==> config.mk <==
export PLATFORM = sky130hd
export DESIGN_NAME = frame_cmd_sched_flat
export DESIGN_NICKNAME = d
export VERILOG_FILES = /design/src/rtl/frame_cmd_if.sv /design/src/rtl/frame_cmd_sched.sv /design/src/flat_wrapper.sv
export SDC_FILE = /design/constraint.sdc
export NUM_CORES = 1
export LEC_CHECK = 0
export CAP_MARGIN = 20
export CORE_MARGIN = 4
export CORE_UTILIZATION = 40
export DETAILED_ROUTE_END_ITERATION = 8
export PLACE_DENSITY = 0.67
export SLEW_MARGIN = 20
export SYNTH_ARGS = -nofsm -noshare
export SYNTH_HDL_FRONTEND = slang
export SYNTH_SLANG_ARGS = --single-unit
==> constraint.sdc <==
create_clock -name clk -period 3.3 [get_ports clk]
set_input_delay 0.33 -clock clk [delete_from_list [all_inputs] [get_ports clk]]
set_output_delay 0.33 -clock clk [all_outputs]
set_load 0.02 [all_outputs]
==> src/rtl/frame_cmd_if.sv <==
// Byte-stream and loader handshake bundle between the UART front end, the
// frame command scheduler and the SD image loader.
interface frame_cmd_if #(
   parameter int IDX_W = 8
);
   logic [7:0]       rx_data;
   logic             rx_valid;
   logic             rx_ready;
   logic             card_ready;
   logic [IDX_W-1:0] img_count;
   logic             load_req;
   logic [IDX_W-1:0] load_idx;
   logic             load_done;
   logic [IDX_W-1:0] cur_idx;
   logic             slideshow_en;
   logic             cmd_err;

   modport master (
      output rx_data, rx_valid, card_ready, img_count, load_done,
      input  rx_ready, load_req, load_idx, cur_idx, slideshow_en, cmd_err
   );

   modport slave (
      input  rx_data, rx_valid, card_ready, img_count, load_done,
      output rx_ready, load_req, load_idx, cur_idx, slideshow_en, cmd_err
   );
endinterface

==> src/rtl/frame_cmd_sched.sv <==
// Picture-frame command scheduler: decodes UART command bytes, tracks the
// current image index, runs the slideshow timer and issues one load at a time.
//
// state  | meaning
// S_BOOT | waiting for card_ready, then loads image 0 if the card has images
// S_IDLE | accepting command bytes, slideshow timer running
// S_ARG  | next byte is the raw index for a goto command
// S_LOAD | load_req held until load_done
module frame_cmd_sched #(
   parameter int IDX_W        = 8,
   parameter int CLK_FREQ     = 4000000,
   parameter int SLIDE_SEC    = 10,
   parameter bit SLIDE_EN_RST = 1'b1
) (
   input logic        clk,
   input logic        rst_n,
   frame_cmd_if.slave bus
);
   localparam logic [31:0] TIMER_TC  = 32'(CLK_FREQ * SLIDE_SEC - 1);
   localparam logic [7:0]  CH_PLUS   = 8'h2B;
   localparam logic [7:0]  CH_MINUS  = 8'h2D;
   localparam logic [7:0]  CH_RELOAD = 8'h72;
   localparam logic [7:0]  CH_GOTO   = 8'h67;
   localparam logic [7:0]  CH_PAUSE  = 8'h70;

   typedef enum logic [1:0] {S_BOOT, S_IDLE, S_ARG, S_LOAD} state_t;

   state_t           state_q;
   logic             load_req_q;
   logic [IDX_W-1:0] load_idx_q;
   logic [IDX_W-1:0] cur_idx_q;
   logic             slide_en_q;
   logic             cmd_err_q;
   logic [31:0]      timer_q;

   logic             rx_acc;
   logic             cnt_nz;
   logic             slide_ok;
   logic             tick_hit;
   logic             arg_ok;
   logic [IDX_W-1:0] idx_inc;
   logic [IDX_W-1:0] idx_plus;
   logic [IDX_W-1:0] idx_minus;
   logic [IDX_W+7:0] arg_wide;
   logic             load_d;
   logic             err_d;
   logic             toggle_d;
   logic [IDX_W-1:0] load_idx_d;

   assign bus.rx_ready     = (state_q == S_IDLE) || (state_q == S_ARG);
   assign bus.load_req     = load_req_q;
   assign bus.load_idx     = load_idx_q;
   assign bus.cur_idx      = cur_idx_q;
   assign bus.slideshow_en = slide_en_q;
   assign bus.cmd_err      = cmd_err_q;

   assign rx_acc    = bus.rx_valid && bus.rx_ready;
   assign cnt_nz    = (bus.img_count != '0);
   assign slide_ok  = (state_q == S_IDLE) && slide_en_q && cnt_nz;
   assign tick_hit  = slide_ok && (timer_q == TIMER_TC);
   assign idx_inc   = cur_idx_q + 1'b1;
   assign idx_plus  = (idx_inc >= bus.img_count) ? '0 : idx_inc;
   assign idx_minus = ((cur_idx_q == '0) || (cur_idx_q >= bus.img_count)) ?
                      bus.img_count - 1'b1 : cur_idx_q - 1'b1;
   // Widened compare also rejects set bits above IDX_W when IDX_W < 8.
   assign arg_wide  = {{IDX_W{1'b0}}, bus.rx_data};
   assign arg_ok    = arg_wide < {8'h00, bus.img_count};

   always_comb begin
      load_d     = 1'b0;
      err_d      = 1'b0;
      toggle_d   = 1'b0;
      load_idx_d = '0;
      case (state_q)
         S_BOOT: load_d = bus.card_ready && cnt_nz;
         S_IDLE: begin
            if (rx_acc) begin
               case (bus.rx_data)
                  CH_PLUS: begin
                     load_d     = cnt_nz;
                     err_d      = !cnt_nz;
                     load_idx_d = idx_plus;
                  end
                  CH_MINUS: begin
                     load_d     = cnt_nz;
                     err_d      = !cnt_nz;
                     load_idx_d = idx_minus;
                  end
                  CH_RELOAD: begin
                     load_d     = cnt_nz;
                     err_d      = !cnt_nz;
                     load_idx_d = cur_idx_q;
                  end
                  CH_GOTO:  ;
                  CH_PAUSE: toggle_d = 1'b1;
                  default:  err_d = 1'b1;
               endcase
            end else if (tick_hit) begin
               load_d     = 1'b1;
               load_idx_d = idx_plus;
            end
         end
         S_ARG: begin
            if (rx_acc) begin
               load_d     = arg_ok;
               err_d      = !arg_ok;
               load_idx_d = arg_wide[IDX_W-1:0];
            end
         end
         default: ;
      endcase
   end

   always_ff @(posedge clk) begin
      if (!rst_n) begin
         state_q    <= S_BOOT;
         load_req_q <= 1'b0;
         load_idx_q <= '0;
         cur_idx_q  <= '0;
         cmd_err_q  <= 1'b0;
         slide_en_q <= SLIDE_EN_RST;
         timer_q    <= '0;
      end else begin
         cmd_err_q <= err_d;
         if (load_d) begin
            load_req_q <= 1'b1;
            load_idx_q <= load_idx_d;
            state_q    <= S_LOAD;
         end
         if (toggle_d) slide_en_q <= !slide_en_q;
         case (state_q)
            S_BOOT: if (bus.card_ready && !cnt_nz) state_q <= S_IDLE;
            S_IDLE: begin
               // A byte on the terminal-count cycle still clears the timer.
               if (slide_ok) timer_q <= tick_hit ? '0 : timer_q + 1'b1;
               if (toggle_d) timer_q <= '0;
               if (rx_acc && (bus.rx_data == CH_GOTO)) state_q <= S_ARG;
            end
            S_ARG: if (rx_acc && !arg_ok) state_q <= S_IDLE;
            S_LOAD: begin
               if (bus.load_done) begin
                  cur_idx_q  <= load_idx_q;
                  load_req_q <= 1'b0;
                  timer_q    <= '0;
                  state_q    <= S_IDLE;
               end
            end
            default: state_q <= S_BOOT;
         endcase
      end
   end
endmodule

==> src/flat_wrapper.sv <==
// flat-port wrapper written by rule: the top's interface ports become plain ports
module frame_cmd_sched_flat 
#(
   parameter int IDX_W        = 8,
   parameter int CLK_FREQ     = 4000000,
   parameter int SLIDE_SEC    = 10,
   parameter bit SLIDE_EN_RST = 1'b1
)
  (clk, rst_n, bus_rx_data, bus_rx_valid, bus_card_ready, bus_img_count, bus_load_done, bus_rx_ready, bus_load_req, bus_load_idx, bus_cur_idx, bus_slideshow_en, bus_cmd_err);
  frame_cmd_if #(.IDX_W(IDX_W)) bus_i ();
  input logic clk;
  input logic rst_n;
  input wire logic [$bits(bus_i.rx_data)-1:0] bus_rx_data;
  input wire logic [$bits(bus_i.rx_valid)-1:0] bus_rx_valid;
  input wire logic [$bits(bus_i.card_ready)-1:0] bus_card_ready;
  input wire logic [$bits(bus_i.img_count)-1:0] bus_img_count;
  input wire logic [$bits(bus_i.load_done)-1:0] bus_load_done;
  output wire logic [$bits(bus_i.rx_ready)-1:0] bus_rx_ready;
  output wire logic [$bits(bus_i.load_req)-1:0] bus_load_req;
  output wire logic [$bits(bus_i.load_idx)-1:0] bus_load_idx;
  output wire logic [$bits(bus_i.cur_idx)-1:0] bus_cur_idx;
  output wire logic [$bits(bus_i.slideshow_en)-1:0] bus_slideshow_en;
  output wire logic [$bits(bus_i.cmd_err)-1:0] bus_cmd_err;
  assign bus_i.rx_data = bus_rx_data;
  assign bus_i.rx_valid = bus_rx_valid;
  assign bus_i.card_ready = bus_card_ready;
  assign bus_i.img_count = bus_img_count;
  assign bus_i.load_done = bus_load_done;
  assign bus_rx_ready = bus_i.rx_ready;
  assign bus_load_req = bus_i.load_req;
  assign bus_load_idx = bus_i.load_idx;
  assign bus_cur_idx = bus_i.cur_idx;
  assign bus_slideshow_en = bus_i.slideshow_en;
  assign bus_cmd_err = bus_i.cmd_err;
  frame_cmd_sched #(.IDX_W(IDX_W), .CLK_FREQ(CLK_FREQ), .SLIDE_SEC(SLIDE_SEC), .SLIDE_EN_RST(SLIDE_EN_RST)) u_core (.clk(clk), .rst_n(rst_n), .bus(bus_i));
endmodule
Word level (Yosys, flattened, before mapping)
Cells that the tools add are included.
- bits in registers: 53
- input port bits: 21
- output and inout port bits: 20
- word-level logic and storage cells: 79
- add/subtract/negate cells: 4
- $lt $le $gt $ge: 3
- equal/unequal tests: 11
- muxes and demuxes: 33
- reductions and logical operators: 21
- operator list (cell ; count):
    $mux 32 ; 4
    $pmux 32 s2 ; 1
    $mux 8 ; 5
    $add 32x1->32 const B ; 1
    $eq 32x26->1 const B ; 1
    $eq 8x7->1 const B ; 3
    $pmux 8 s3 ; 1
    $eq 8x6->1 const B ; 2
    $ge 8x8->1 ; 2
    $pmux 8 s2 ; 1
    $sub 8x1->8 const B ; 2
    $mux 1 ; 12
    $mux 2 ; 5
    $add 8x1->8 const B ; 1
    $logic_and 1x1->1 ; 8
    $logic_not 8->1 ; 1
    $lt 8x8->1 ; 1
    $pmux 2 s4 ; 1
    $reduce_bool 8->1 ; 1
    $eq 2x2->1 const B ; 2
    $pmux 1 s2 ; 2
    $logic_not 1->1 ; 3
    $ne 3x1->1 const B ; 1
    $pmux 1 s3 ; 1
    other kinds (9) ; 10

Longest topological paths before layout
Gate-level depths: netlist of run 1.
- depth after elaboration: 10
- depth in mapped cells: 18
- gate-level depth less buffers: 16

Worst setup path before layout of run 1
No wires, ideal clock.
- kind: flip-flop to flip-flop
- start point: reg u_core.cur_idx_q[0], in the netlist u_core.bus.cur_idx[0]
- end point: reg u_core.load_idx_q[2], in the netlist u_core.bus.load_idx[2]
- setup time: 0.070 ns
- data arrival time: 3.754 ns
- data required time: 3.230 ns
- path slack: -0.524 ns
- cell stages (with the launch flop): 16
- path buffers: 2
- clock period less this slack: 3.824 ns
- cells stage by stage: dfxtp_1 clkbuf_1 inv_1 ha_1 nor2_1 a21oi_1 o31a_1 or2_2 clkbuf_1 a21oi_1 ha_1 inv_1 or4_2 a2111oi_2 o311ai_1 a21oi_1
- cells in the longest elaborated chain, start to end: 6
- elaborated cells between the ends (all ways): 12
- those cells by class: add/sub: 2; order compare: 2; mux: 6; reduce/logical: 2
- ends and longest elaborated chain (element ; RTL line ; source):
    start: declaration ; frame_cmd_sched.sv:31 ; logic [IDX_W-1:0] cur_idx_q;
    start signal: assignment ; frame_cmd_sched.sv:142 ; cur_idx_q <= load_idx_q;
    $add 8x1->8, or another cell as far along ; frame_cmd_sched.sv:61 ; assign idx_inc = cur_idx_q + 1'b1;
    $ge 8x8->1 / $logic_or 1x1->1 (equally long branches) ; frame_cmd_sched.sv:62, frame_cmd_sched.sv:63 ;
    $mux 8, on equally long branches ; frame_cmd_sched.sv:62, frame_cmd_sched.sv:63 ;
    $pmux 8 s3 / $mux 8 (equally long branches) ; frame_cmd_sched.sv:78, frame_cmd_sched.sv:98 ;
    $mux 8 * ; frame_cmd_sched.sv:77 ; if (rx_acc) begin
    $pmux 8 s2 * ; frame_cmd_sched.sv:74 ; case (state_q)
    end signal: assignment ; frame_cmd_sched.sv:127 ; load_idx_q <= load_idx_d;
    end: declaration ; frame_cmd_sched.sv:30 ; logic [IDX_W-1:0] load_idx_q;
Every way passes the cells marked *; elsewhere a longest branch is shown, timed or not.
A chain may end at the register's enable or synchronous reset.

Worst setup path after layout of run 1
- start point: in bus_img_count[5]
- end point: reg u_core.load_idx_q[2], in the netlist u_core.bus.load_idx[2]
- cells in the longest elaborated chain, start to end: 6
- elaborated cells between the ends (all ways): 19
- those cells by class: order compare: 3; mux: 11; reduce/logical: 5
- ends and longest elaborated chain (element ; RTL line ; source):
    start: declaration ; flat_wrapper.sv:16 ; input wire logic [$bits(bus_i.img_count)-1:0] bus_img_count;
    $ge 8x8->1 / $reduce_bool 8->1 (equally long branches) ; frame_cmd_sched.sv:63, frame_cmd_sched.sv:58 ;
    $logic_or 1x1->1 / $logic_and 1x1->1 (equally long branches) ; frame_cmd_sched.sv:63, frame_cmd_sched.sv:59 ;
    $mux 8 / $logic_and 1x1->1 (equally long branches) ; frame_cmd_sched.sv:63, frame_cmd_sched.sv:60 ;
    $pmux 8 s3, or another cell as far along ; frame_cmd_sched.sv:78 ; case (bus.rx_data)
    $mux 8 / $mux 1 (equally long branches) ; frame_cmd_sched.sv:77 ;
    $pmux 8 s2 / $pmux 1 s3 (equally long branches) ; frame_cmd_sched.sv:74 ;
Parallel ways exist; a longest one is shown, timed or not.

==> run metrics, run 1 <==
power per standard cell area=345.2 nW/µm²; die extent in x=108.0 µm; mapped cell area=3996 µm²; most prevalent standard cell on the critical path=sky130_fd_sc_hd__inv_1; Net Count, Synth=556; total of buffers placed on input and output ports=40; post-synthesis average cell area=7.945 µm²; post-route core utilization=49.45%; maximum number of pins on one net before global-route repair=32; net count of the finished layout=615; capturing point of the worst reg2reg path=u_core.bus.load_idx[2]; total core area=9729 µm²; number of global-route vias before repair=4019; clock buffer count from CTS=5; flop and latch count out of synthesis=53; starting DRC count in detailed routing=221; Final Cycle Share=94.73%; worst min path class=flip-flop to flip-flop; CP Data Required Time=3.54 ns; Register-to-Register Setup Slack=0.27 ns; clock latency of the later-clocked register in the worst-skew pair=0.31 ns; reg2reg start=u_core.bus.cur_idx[5]; clock period minus worst slack=3.126 ns; Core Rows=36; CTS Hold Bufs=0; final max-slew violation count=0; Vert. Die Dim=108.0 µm; highest net fanout along the worst path=4; via total after detailed routing=4016; Area growth syn-to-layout=20.38%; Post-Route Hold Slack=0.4822 ns; Die ar.=11650 µm²; HPWL after DPL=9525 µm; Worst Setup SP=bus_img_count[5]; DRT Wirelength=12240 µm; Critical path destination=u_core.bus.load_idx[2]; clock skew after layout=0.009864 ns; GR Util met3=2.985%; fmax=0.3199 GHz; R2R cell count=11; slowest stage cell on the critical path=sky130_fd_sc_hd__or4_4; Primary FF master, synth=sky130_fd_sc_hd__dfxtp_1; routability cong.=0.9538; Cell variety after synth=68; setup violation total in the final timing report=0; CTS tree=built; final setup margin=0.1740 ns; slowest stage delay, CP=0.52 ns; clock input transition at the sequential cells of the worst setup and hold paths=0.09 ns; global-route usage over all layers=21.79%; worst relative slew slack=55.23%; Most Crowded Layer GR=met2; met2 global-route usage=36.46%; leakage power=0.001822 µW; Worst Setup End Kind=flip-flop; Top-Level Pins=41; post-synthesis instance total=503; antenna violations before repair=0; starting density of the core=41.08%; global-route wire length before repair=20200 µm; critical setup path kind=input pin to flip-flop; count of clock tree sinks=53; antenna diode count=0; routed len/inst=17.59 µm; layout cell share with drive strength beyond 1=12.97%; maximum clock insertion buffer count=2; final hold violation count=0; pre-CTS setup slack=-0.2216 ns; met1 track utilization from global routing=28.10%; transition at the pin with the smallest max-transition slack=0.6685 ns; overflow left after global routing=0; kind of launch point of the worst setup path=input pin; first-pass detailed-route iteration total=4; Routed Antenna Nets=0; number of DRC violations after detailed routing=0; maximum vdd ir drop=347.9 µV; detailed-route vias per instance=5.770; outcome=finished, final reports clean; CP Data Arrival Time=3.36 ns; count of flip-flops with a built-in enable after synthesis=0; CTS Root Cell=sky130_fd_sc_hd__clkbuf_8; post-synthesis sequential area ratio=26.55%; htree depth=2; fraction of synthesis flops using an asynchronous set or reset pin=0%; leading cell type in the layout, fill and taps excluded=sky130_fd_sc_hd__nor2_1; most frequent cells in the layout=sky130_fd_sc_hd__nor2_1, sky130_fd_sc_hd__dfxtp_1, sky130_fd_sc_hd__nand2_1; count of yosys warnings during synthesis=0; critical path cell sequence=clkdlybuf4s50_1 -> inv_1 -> ha_1 -> a211oi_1 -> o21ai_2 -> or2_4 -> a21oi_2 -> ha_2 -> inv_1 -> or4_4 -> a2111oi_4 -> o311ai_1 -> a21oi_1; number of maximum-capacitance constraint violations=0
[per-stage QoR]
step	setup TNS, ns	instances	area [µm²]	power (µW)
after floorplan	0	503	4031	1108
after global placement	-0.2360	688	4697	1296
after detailed placement	-0.4443	688	4697	1308
after CTS	0	696	4780	1668
after global routing	-0.06838	696	4811	1758
final	0	696	4811	1661
[how the worst min path moves through the flow]
stage	from	end	slack (ns)	cells after the start
after floorplan	u_core.timer_q[1]	u_core.timer_q[1]	0.46	2
after global placement	u_core.bus.load_idx[3]	u_core.bus.cur_idx[3]	0.46	2
after detailed placement	u_core.bus.load_idx[3]	u_core.bus.cur_idx[3]	0.47	2
after CTS	u_core.bus.load_idx[3]	u_core.bus.cur_idx[3]	0.48	2
after global routing	u_core.bus.load_idx[0]	u_core.bus.cur_idx[0]	0.51	2
final	u_core.bus.load_idx[3]	u_core.bus.cur_idx[3]	0.48	2
[critical path: cells and delay by family]
kind / cells / cell delay [ns]
buf+inv: 3 / 0.63
compound gates: 6 / 1.15
fa+ha+maj: 2 / 0.48
simple gates: 2 / 0.78
[cells by family after synthesis]
logic type                 share of synthesized area, %
xor gates and xnor gates                          9.862
DFF                                               26.55
AOI/OAI and AO/OA                                 16.88
and+or+nand+nor                                   30.65
adders and majority gates                         10.02
buffers and inverters                             6.042
[what timing repair did]
action | 4_1_cts | 5_1_grt
gates resized for setup | 0 | 7
buffers inserted | 0 | 0
endpoints found under the setup margin | 0 | 8
[layout make-up]
cell class / count / area, µm²
well taps: 133 / 166.4
fillers: 987 / 4918
multi-input cells: 403 / 2736
repair buffers: 77 / 678.2
clock inverters: 2 / 10.01
flip-flops and latches: 53 / 1065
inverters: 22 / 82.58
clock buffers: 6 / 72.57
[per-layer routing]
layer	vias to the layer above	part of all wire, %	wire, µm
li1	1947	-	-
met1	1889	43	5219
met2	145	48	5867
met3	35	6.4	783
met4	0	3.0	371
met5	-	0	0
[cell usage after synthesis, types with 2 or more instances]
master | number | area, µm²
sky130_fd_sc_hd__buf_2 | 5 | 25.02
sky130_fd_sc_hd__xor2_1 | 18 | 157.7
sky130_fd_sc_hd__a32oi_1 | 2 | 17.52
sky130_fd_sc_hd__nor2b_1 | 7 | 43.79
sky130_fd_sc_hd__nand4b_1 | 2 | 17.52
sky130_fd_sc_hd__a22o_1 | 4 | 35.03
sky130_fd_sc_hd__inv_1 | 22 | 82.58
sky130_fd_sc_hd__o21a_1 | 3 | 22.52
sky130_fd_sc_hd__and2_2 | 2 | 15.01
sky130_fd_sc_hd__nand4_1 | 24 | 150.1
sky130_fd_sc_hd__nand3_1 | 21 | 105.1
sky130_fd_sc_hd__nor3_1 | 20 | 100.1
sky130_fd_sc_hd__o31a_1 | 4 | 35.03
sky130_fd_sc_hd__a31oi_1 | 3 | 18.77
sky130_fd_sc_hd__o21ai_0 | 13 | 65.06
sky130_fd_sc_hd__nor2_1 | 55 | 206.5
sky130_fd_sc_hd__a211oi_1 | 9 | 67.56
sky130_fd_sc_hd__nand2b_1 | 2 | 12.51
sky130_fd_sc_hd__nor4b_1 | 4 | 35.03
sky130_fd_sc_hd__clkbuf_1 | 9 | 33.78
sky130_fd_sc_hd__a21oi_1 | 22 | 110.1
sky130_fd_sc_hd__clkbuf_8 | 2 | 27.53
sky130_fd_sc_hd__a22oi_1 | 2 | 15.01
sky130_fd_sc_hd__buf_6 | 2 | 22.52
sky130_fd_sc_hd__and3_1 | 14 | 87.58
sky130_fd_sc_hd__ha_1 | 32 | 400.4
sky130_fd_sc_hd__and4bb_2 | 2 | 25.02
sky130_fd_sc_hd__a2111oi_0 | 2 | 17.52
sky130_fd_sc_hd__nor4_1 | 8 | 50.05
sky130_fd_sc_hd__o31ai_1 | 2 | 15.01
sky130_fd_sc_hd__and4_1 | 2 | 17.52
sky130_fd_sc_hd__buf_4 | 6 | 45.04
sky130_fd_sc_hd__dfxtp_1 | 53 | 1061
sky130_fd_sc_hd__or2_2 | 3 | 18.77
sky130_fd_sc_hd__and2_1 | 3 | 18.77
sky130_fd_sc_hd__nand2_1 | 50 | 187.7
sky130_fd_sc_hd__or4_1 | 4 | 30.03
sky130_fd_sc_hd__xnor2_1 | 27 | 236.5
sky130_fd_sc_hd__nor4_2 | 2 | 25.02
sky130_fd_sc_hd__o22ai_1 | 8 | 50.05
[power by group]
group | switching (µW) | internal, µW
Clock | 212 | 148
Sequential | 25.0 | 664
Combinational | 372 | 241
[sequential cells by signal, summed over array words and instances, names as in the netlist]
name,cells
u_core.bus.slideshow_en,1
u_core.bus.cmd_err,1
u_core.bus.load_idx,8
u_core.timer_q,32
u_core.bus.cur_idx,8
u_core.state_q,2
u_core.bus.load_req,1
Power figures use the tool's default switching activity.
==> run 2, diff against run 1 <==
--- a/config.mk
+++ b/config.mk
@@ -6,7 +6,6 @@
 export NUM_CORES = 1
 export LEC_CHECK = 0
 export CAP_MARGIN = 20
-export CORE_MARGIN = 4
 export CORE_UTILIZATION = 40
 export DETAILED_ROUTE_END_ITERATION = 8
 export PLACE_DENSITY = 0.67
==> run 2 against run 1 <==
Against the previous run: global-route usage is 1.0 points higher; sequential power hardly changed; non-clock buffer count is 7 higher; total power is 9.2% higher; critical endpoint unchanged; final area is 1.8% higher; routed wire length is 5.5% lower; via count is 2.5% lower.
==> run metrics, run 2 (synthesis gave the netlist of run 1 again) <==
Post-Route Hold Slack=0.4758 ns; length of routed met2 wiring=5516 µm; number of DRC violations after detailed routing=0; Worst Setup End Kind=flip-flop; kind of launch point of the worst setup path=input pin; Core Rows=36; leakage power=0.001874 µW; total of buffers placed on input and output ports=40; number of global-route vias before repair=3733; first-pass detailed-route iteration total=4; most frequent cells in the layout=sky130_fd_sc_hd__nor2_1, sky130_fd_sc_hd__dfxtp_1, sky130_fd_sc_hd__nand2_1; Cell Int Power=1197 µW; Vert. Die Dim=102.0 µm; HPWL after DPL=9044 µm; clock period minus worst slack=3.142 ns; proportion of total power due to net switching=33.99%; worst relative slew slack=60.78%; outcome=finished, final reports clean; routability cong.=0.9614; final hold violation count=0; highest net fanout along the worst path=4; Post-Place Cells=695; flip-flop count of the largest register, all copies and words added=32; total core area=9729 µm²; top metal layer carrying routed signals=met4; starting DRC count in detailed routing=249; register with the most flip-flops=u_core.timer_q; die extent in x=102.0 µm; setup violation total in the final timing report=0; DRT Wirelength=11570 µm; worst min path class=flip-flop to flip-flop; clock latency of the later-clocked register in the worst-skew pair=0.31 ns; global-route usage over all layers=22.79%; CP Data Arrival Time=3.39 ns; finished layout cell area=4896 µm²; number of non-filler instances in the completed layout=703; clock skew after layout=0.01337 ns; detailed-route vias per instance=5.570; final setup margin=0.1576 ns; maximum vdd ir drop=271.0 µV; layout cell share with drive strength beyond 1=13.51%; htree depth=2; met3 routed wirelength=559 µm; routed len/inst=16.45 µm; Metal-1 WL=5252 µm; combinational power share=34.7%; part of the total power dissipated in the clock network=27.4%; global-route wire length before repair=18530 µm; Placed Instance Area=4750 µm²; final max-slew violation count=0; net switching power=616.6 µW; Area growth syn-to-layout=22.51%; critical setup path kind=input pin to flip-flop; Top-Level Pins=41; leading cell type in the layout, fill and taps excluded=sky130_fd_sc_hd__nor2_1; starting density of the core=41.08%; overflow left after global routing=0; fill count=964; antenna violations before repair=0; clock input transition at the sequential cells of the worst setup and hold paths=0.10 ns; maximum number of pins on one net before global-route repair=32; transition at the pin with the smallest max-transition slack=0.5856 ns; maximum clock insertion buffer count=2; setup fix buffers added after clock tree synthesis=0; CTS tree=built; Final Cycle Share=95.22%; sequential fraction of design power=37.9%; Die ar.=10390 µm²; net count of the finished layout=622; count of clock tree sinks=53; power per standard cell area=370.5 nW/µm²; setup repair after global routing missed its margin=false; clock buffer count from CTS=5; CTS Root Cell=sky130_fd_sc_hd__clkbuf_8; Routed Antenna Nets=0; number of maximum-capacitance constraint violations=0; CP Data Required Time=3.54 ns; via total after detailed routing=3916; antenna diode count=0; fmax=0.3182 GHz; pre-CTS setup slack=-0.2129 ns
run 2: cell count changes in the layout (fill, tap and decap cells not counted), sizes merged:
cell | before | now
bufinv | 0 | 1
inv | 22 | 23
clkinv | 2 | 0
buf | 37 | 44
run 2: final timing paths:
| check | startpoint | cells after the start | to | slack, ns |
|---|---|---|---|---|
| max reg2reg | u_core.bus.cur_idx[0] | 13 | u_core.bus.load_idx[2] | 0.24 |
| min | u_core.bus.load_idx[0] | 2 | u_core.bus.cur_idx[0] | 0.48 |
| min reg2reg | u_core.bus.load_idx[0] | 2 | u_core.bus.cur_idx[0] | 0.48 |
| max | bus_img_count[1] | 14 | u_core.bus.load_idx[2] | 0.16 |
run 2: power by group through the flow:
stage	sequential, µW	clock [µW]	combinational (µW)
2_1_floorplan	706	0	402
5_1_grt	690	531	692
3_5_place_dp	701	0	625
4_1_cts	687	509	628
3_3_place_gp	700	0	618
6_report	688	496	630
run 2: what timing repair did:
action | in CTS | in global routing
gates resized for setup | 0 | 3
hold buffers | 0 | 0
setup endpoints to repair | 0 | 8
run 2: final cells by class:
cell class / instances / area, µm² / area share [%]
Multi-Input combinational cell: 403 / 2719 / 55.53
Sequential cell: 53 / 1065 / 21.75
Timing Repair Buffer: 84 / 730.7 / 14.92
Tap cell: 133 / 166.4 / 3.399
Clock buffer: 6 / 93.84 / 1.917
Inverter: 22 / 82.58 / 1.687
Clock inverter: 2 / 38.79 / 0.7922
run 2: metrics by stage:
stage / utilization, % / power [µW] / setup TNS [ns]
after floorplan: - / 1108 / 0
after global placement: 48.82 / 1318 / -0.2578
after detailed placement: 48.82 / 1326 / -0.4114
after CTS: 50.18 / 1824 / 0
after global routing: 50.32 / 1913 / 0
final: 50.32 / 1814 / 0
run 2: worst max-delay path, stage by stage:
cell                              delay (ns)
sky130_fd_sc_hd__clkdlybuf4s50_1        0.48
sky130_fd_sc_hd__inv_1                  0.06
sky130_fd_sc_hd__ha_1                   0.26
sky130_fd_sc_hd__o21ai_0                0.15
sky130_fd_sc_hd__a21oi_1                0.06
sky130_fd_sc_hd__o31a_1                 0.29
sky130_fd_sc_hd__or2_4                  0.29
sky130_fd_sc_hd__a21oi_2                0.14
sky130_fd_sc_hd__ha_2                   0.19
sky130_fd_sc_hd__inv_1                  0.06
sky130_fd_sc_hd__or4_4                  0.52
sky130_fd_sc_hd__a2111oi_4              0.30
sky130_fd_sc_hd__o311ai_1               0.11
sky130_fd_sc_hd__a21oi_1                0.14
run 2: metal layers:
metal  GRT usage, %  up-vias
met5              0        -
met3          3.078       21
met1          29.47     1839
li1               -     1956
met2          39.09      100
met4          7.692        0
==> run 3, diff against run 2 <==
--- a/config.mk
+++ b/config.mk
@@ -7,8 +7,9 @@
 export LEC_CHECK = 0
 export CAP_MARGIN = 20
 export CORE_UTILIZATION = 40
+export CTS_CLUSTER_SIZE = 16
 export DETAILED_ROUTE_END_ITERATION = 8
-export PLACE_DENSITY = 0.67
+export PLACE_DENSITY = 0.65
 export SLEW_MARGIN = 20
 export SYNTH_ARGS = -nofsm -noshare
 export SYNTH_HDL_FRONTEND = slang
==> constraint.sdc (replaced) <==
create_clock -name clk -period 3.8 [get_ports clk]
set_input_delay 0.38 -clock clk [delete_from_list [all_inputs] [get_ports clk]]
set_output_delay 0.38 -clock clk [all_outputs]
set_load 0.02 [all_outputs]
==> run 3 against run 2 <==
Against the previous run: worst hold slack improved by 0.012 ns; cell count shrank 2.3%; final area fell by 4.0%; first-iteration DRC count is 13% higher; via count fell by 1.8%; sequential share of layout area up 0.82 points; core utilization shrank 2.0 points; largest cell class unchanged.
==> run metrics, run 3 (synthesis gave the netlist of run 1 again) <==
outcome=finished, final reports clean; overflow left after global routing=0; first-pass detailed-route iteration total=4; CTS Root Cell=sky130_fd_sc_hd__clkbuf_8; layout cell share with drive strength beyond 1=10.47%; htree depth=2; routed len/inst=16.53 µm; Cell Int Power=892.1 µW; number of global-route vias before repair=3626; net switching power=516.0 µW; maximum vdd ir drop=232.0 µV; final hold violation count=0; part of the total power dissipated in the clock network=22.6%; fill count=960; CTS Hold Bufs=0; Core Rows=36; critical setup path kind=input pin to flip-flop; starting DRC count in detailed routing=281; number of maximum-capacitance constraint violations=0; power per standard cell area=299.6 nW/µm²; HPWL after DPL=8920 µm; count of clock tree sinks=53; setup violation total in the final timing report=0; worst min path class=flip-flop to flip-flop; count of cells resized by post-cts repair=0; antenna diode count=0; setup fix buffers added after clock tree synthesis=0; Area growth syn-to-layout=17.63%; Post-Place Cells=679; antenna violations before repair=0; critical path cell sequence=clkdlybuf4s50_1 -> inv_1 -> ha_1 -> a211oi_1 -> o21ai_2 -> or2_2 -> a21oi_1 -> ha_1 -> inv_1 -> or4_2 -> a2111oi_2 -> o311ai_1 -> a21oi_1; CP Data Required Time=4.05 ns; proportion of total power due to net switching=36.64%; hold wc startpoint=u_core.bus.load_idx[6]; Die ar.=10390 µm²; number of non-filler instances in the completed layout=687; die extent in x=102.0 µm; number of instances on the worst hold path=2; number of DRC violations after detailed routing=0; via total after detailed routing=3845; final max-slew violation count=0; sequential fraction of design power=42.5%; CTS tree=built; capturing point of the worst reg2reg path=u_core.bus.load_idx[2]; Vert. Die Dim=102.0 µm; total core area=9729 µm²; total of buffers placed on input and output ports=40; setup repair after global routing missed its margin=false; Worst Setup End Kind=flip-flop; Fin Setup TNS=0 ns; maximum clock insertion buffer count=2; clock period minus worst slack=3.473 ns; worst relative slew slack=39.53%; flip-flop count of the largest register, all copies and words added=32; Top-Level Pins=41; clock buffer count from CTS=5; global-route usage over all layers=22.53%; clock latency of the later-clocked register in the worst-skew pair=0.31 ns; combinational power share=34.9%; leakage power=0.001769 µW; Register-to-Register Setup Slack=0.46 ns; routability cong.=0.9975; starting density of the core=41.08%; reg2reg start=u_core.bus.cur_idx[4]; fmax=0.2880 GHz; slowest stage delay, CP=0.65 ns; global-route wire length before repair=18170 µm; register with the most flip-flops=u_core.timer_q; total power of the final layout=1408 µW; transition at the pin with the smallest max-transition slack=0.9071 ns; CP Data Arrival Time=3.72 ns; leading cell type in the layout, fill and taps excluded=sky130_fd_sc_hd__nor2_1; most frequent cells in the layout=sky130_fd_sc_hd__nor2_1, sky130_fd_sc_hd__dfxtp_1, sky130_fd_sc_hd__nand2_1; maximum number of pins on one net before global-route repair=32; detailed-route vias per instance=5.597; Routed Antenna Nets=0; highest net fanout along the worst path=6; kind of launch point of the worst setup path=input pin; clock skew after layout=0.01466 ns; net count of the finished layout=606; Final Cycle Share=91.39%; DRT Wirelength=11350 µm; R2R cell count=13; clock input transition at the sequential cells of the worst setup and hold paths=0.10 ns; worst hold path endpoint=u_core.bus.cur_idx[6]; slowest stage cell on the critical path=sky130_fd_sc_hd__or4_2
[run 3: final cells by class]
cell class                 count  area [µm²]  area share (%)
timing repair buffer          68       610.6           12.99
sequential                    53        1061           22.57
multi-input combinational    403        2694           57.31
clock buffer                   5       68.82           1.464
tap                          133       166.4           3.540
inverter                      22       82.58           1.757
clock inverter                 3       17.52          0.3726
[run 3: per-stage QoR]
stage	hold slack, ns	worst slack, ns	util, %	cell area (µm²)
after floorplan	0.4619	0.04576	-	3998
after global placement	0.4660	0.06385	47.43	4614
after detailed placement	0.4722	0.02906	47.43	4614
after CTS	0.4872	0.3248	48.32	4701
after global routing	0.5015	0.1002	48.32	4701
final	0.4873	0.3273	48.32	4701
[run 3: how the worst max path moves through the flow]
stage                                     start                      to  slack (ns)  cells past startpoint
after floorplan           u_core.bus.cur_idx[0]  u_core.bus.load_idx[2]        0.05                     15
after global placement         bus_img_count[5]  u_core.bus.load_idx[2]        0.06                     13
after detailed placement       bus_img_count[5]  u_core.bus.load_idx[2]        0.03                     13
after CTS                      bus_img_count[5]  u_core.bus.load_idx[2]        0.32                     13
after global routing           bus_img_count[5]  u_core.bus.load_idx[2]        0.10                     13
final                          bus_img_count[5]  u_core.bus.load_idx[2]        0.33                     13
[run 3: per-layer routing]
layer | GRT usage [%] | vias to the layer above | share of wire (%)
li1 | - | 1921 | -
met1 | 28.48 | 1794 | 45
met2 | 39.86 | 113 | 48
met3 | 2.804 | 17 | 4.9
met4 | 7.143 | 0 | 2.0
met5 | 0 | - | 0
[run 3: worst max-delay path: cells and delay by family]
kind                     cells  cell delay (ns)
AO/OA/AOI/OAI                6             1.28
AND/OR/NAND/NOR              2             0.98
buffers and inverters        3             0.60
adder cells (fa/ha/maj)      2             0.47
[run 3: power by group through the flow]
| stage | sequential, µW | clock, µW | combinational, µW |
|---|---|---|---|
| 2_1_floorplan | 613 | 0 | 349 |
| 3_3_place_gp | 611 | 0 | 482 |
| 3_5_place_dp | 612 | 0 | 486 |
| 4_1_cts | 599 | 326 | 489 |
| 5_1_grt | 601 | 346 | 541 |
| 6_report | 599 | 318 | 492 |
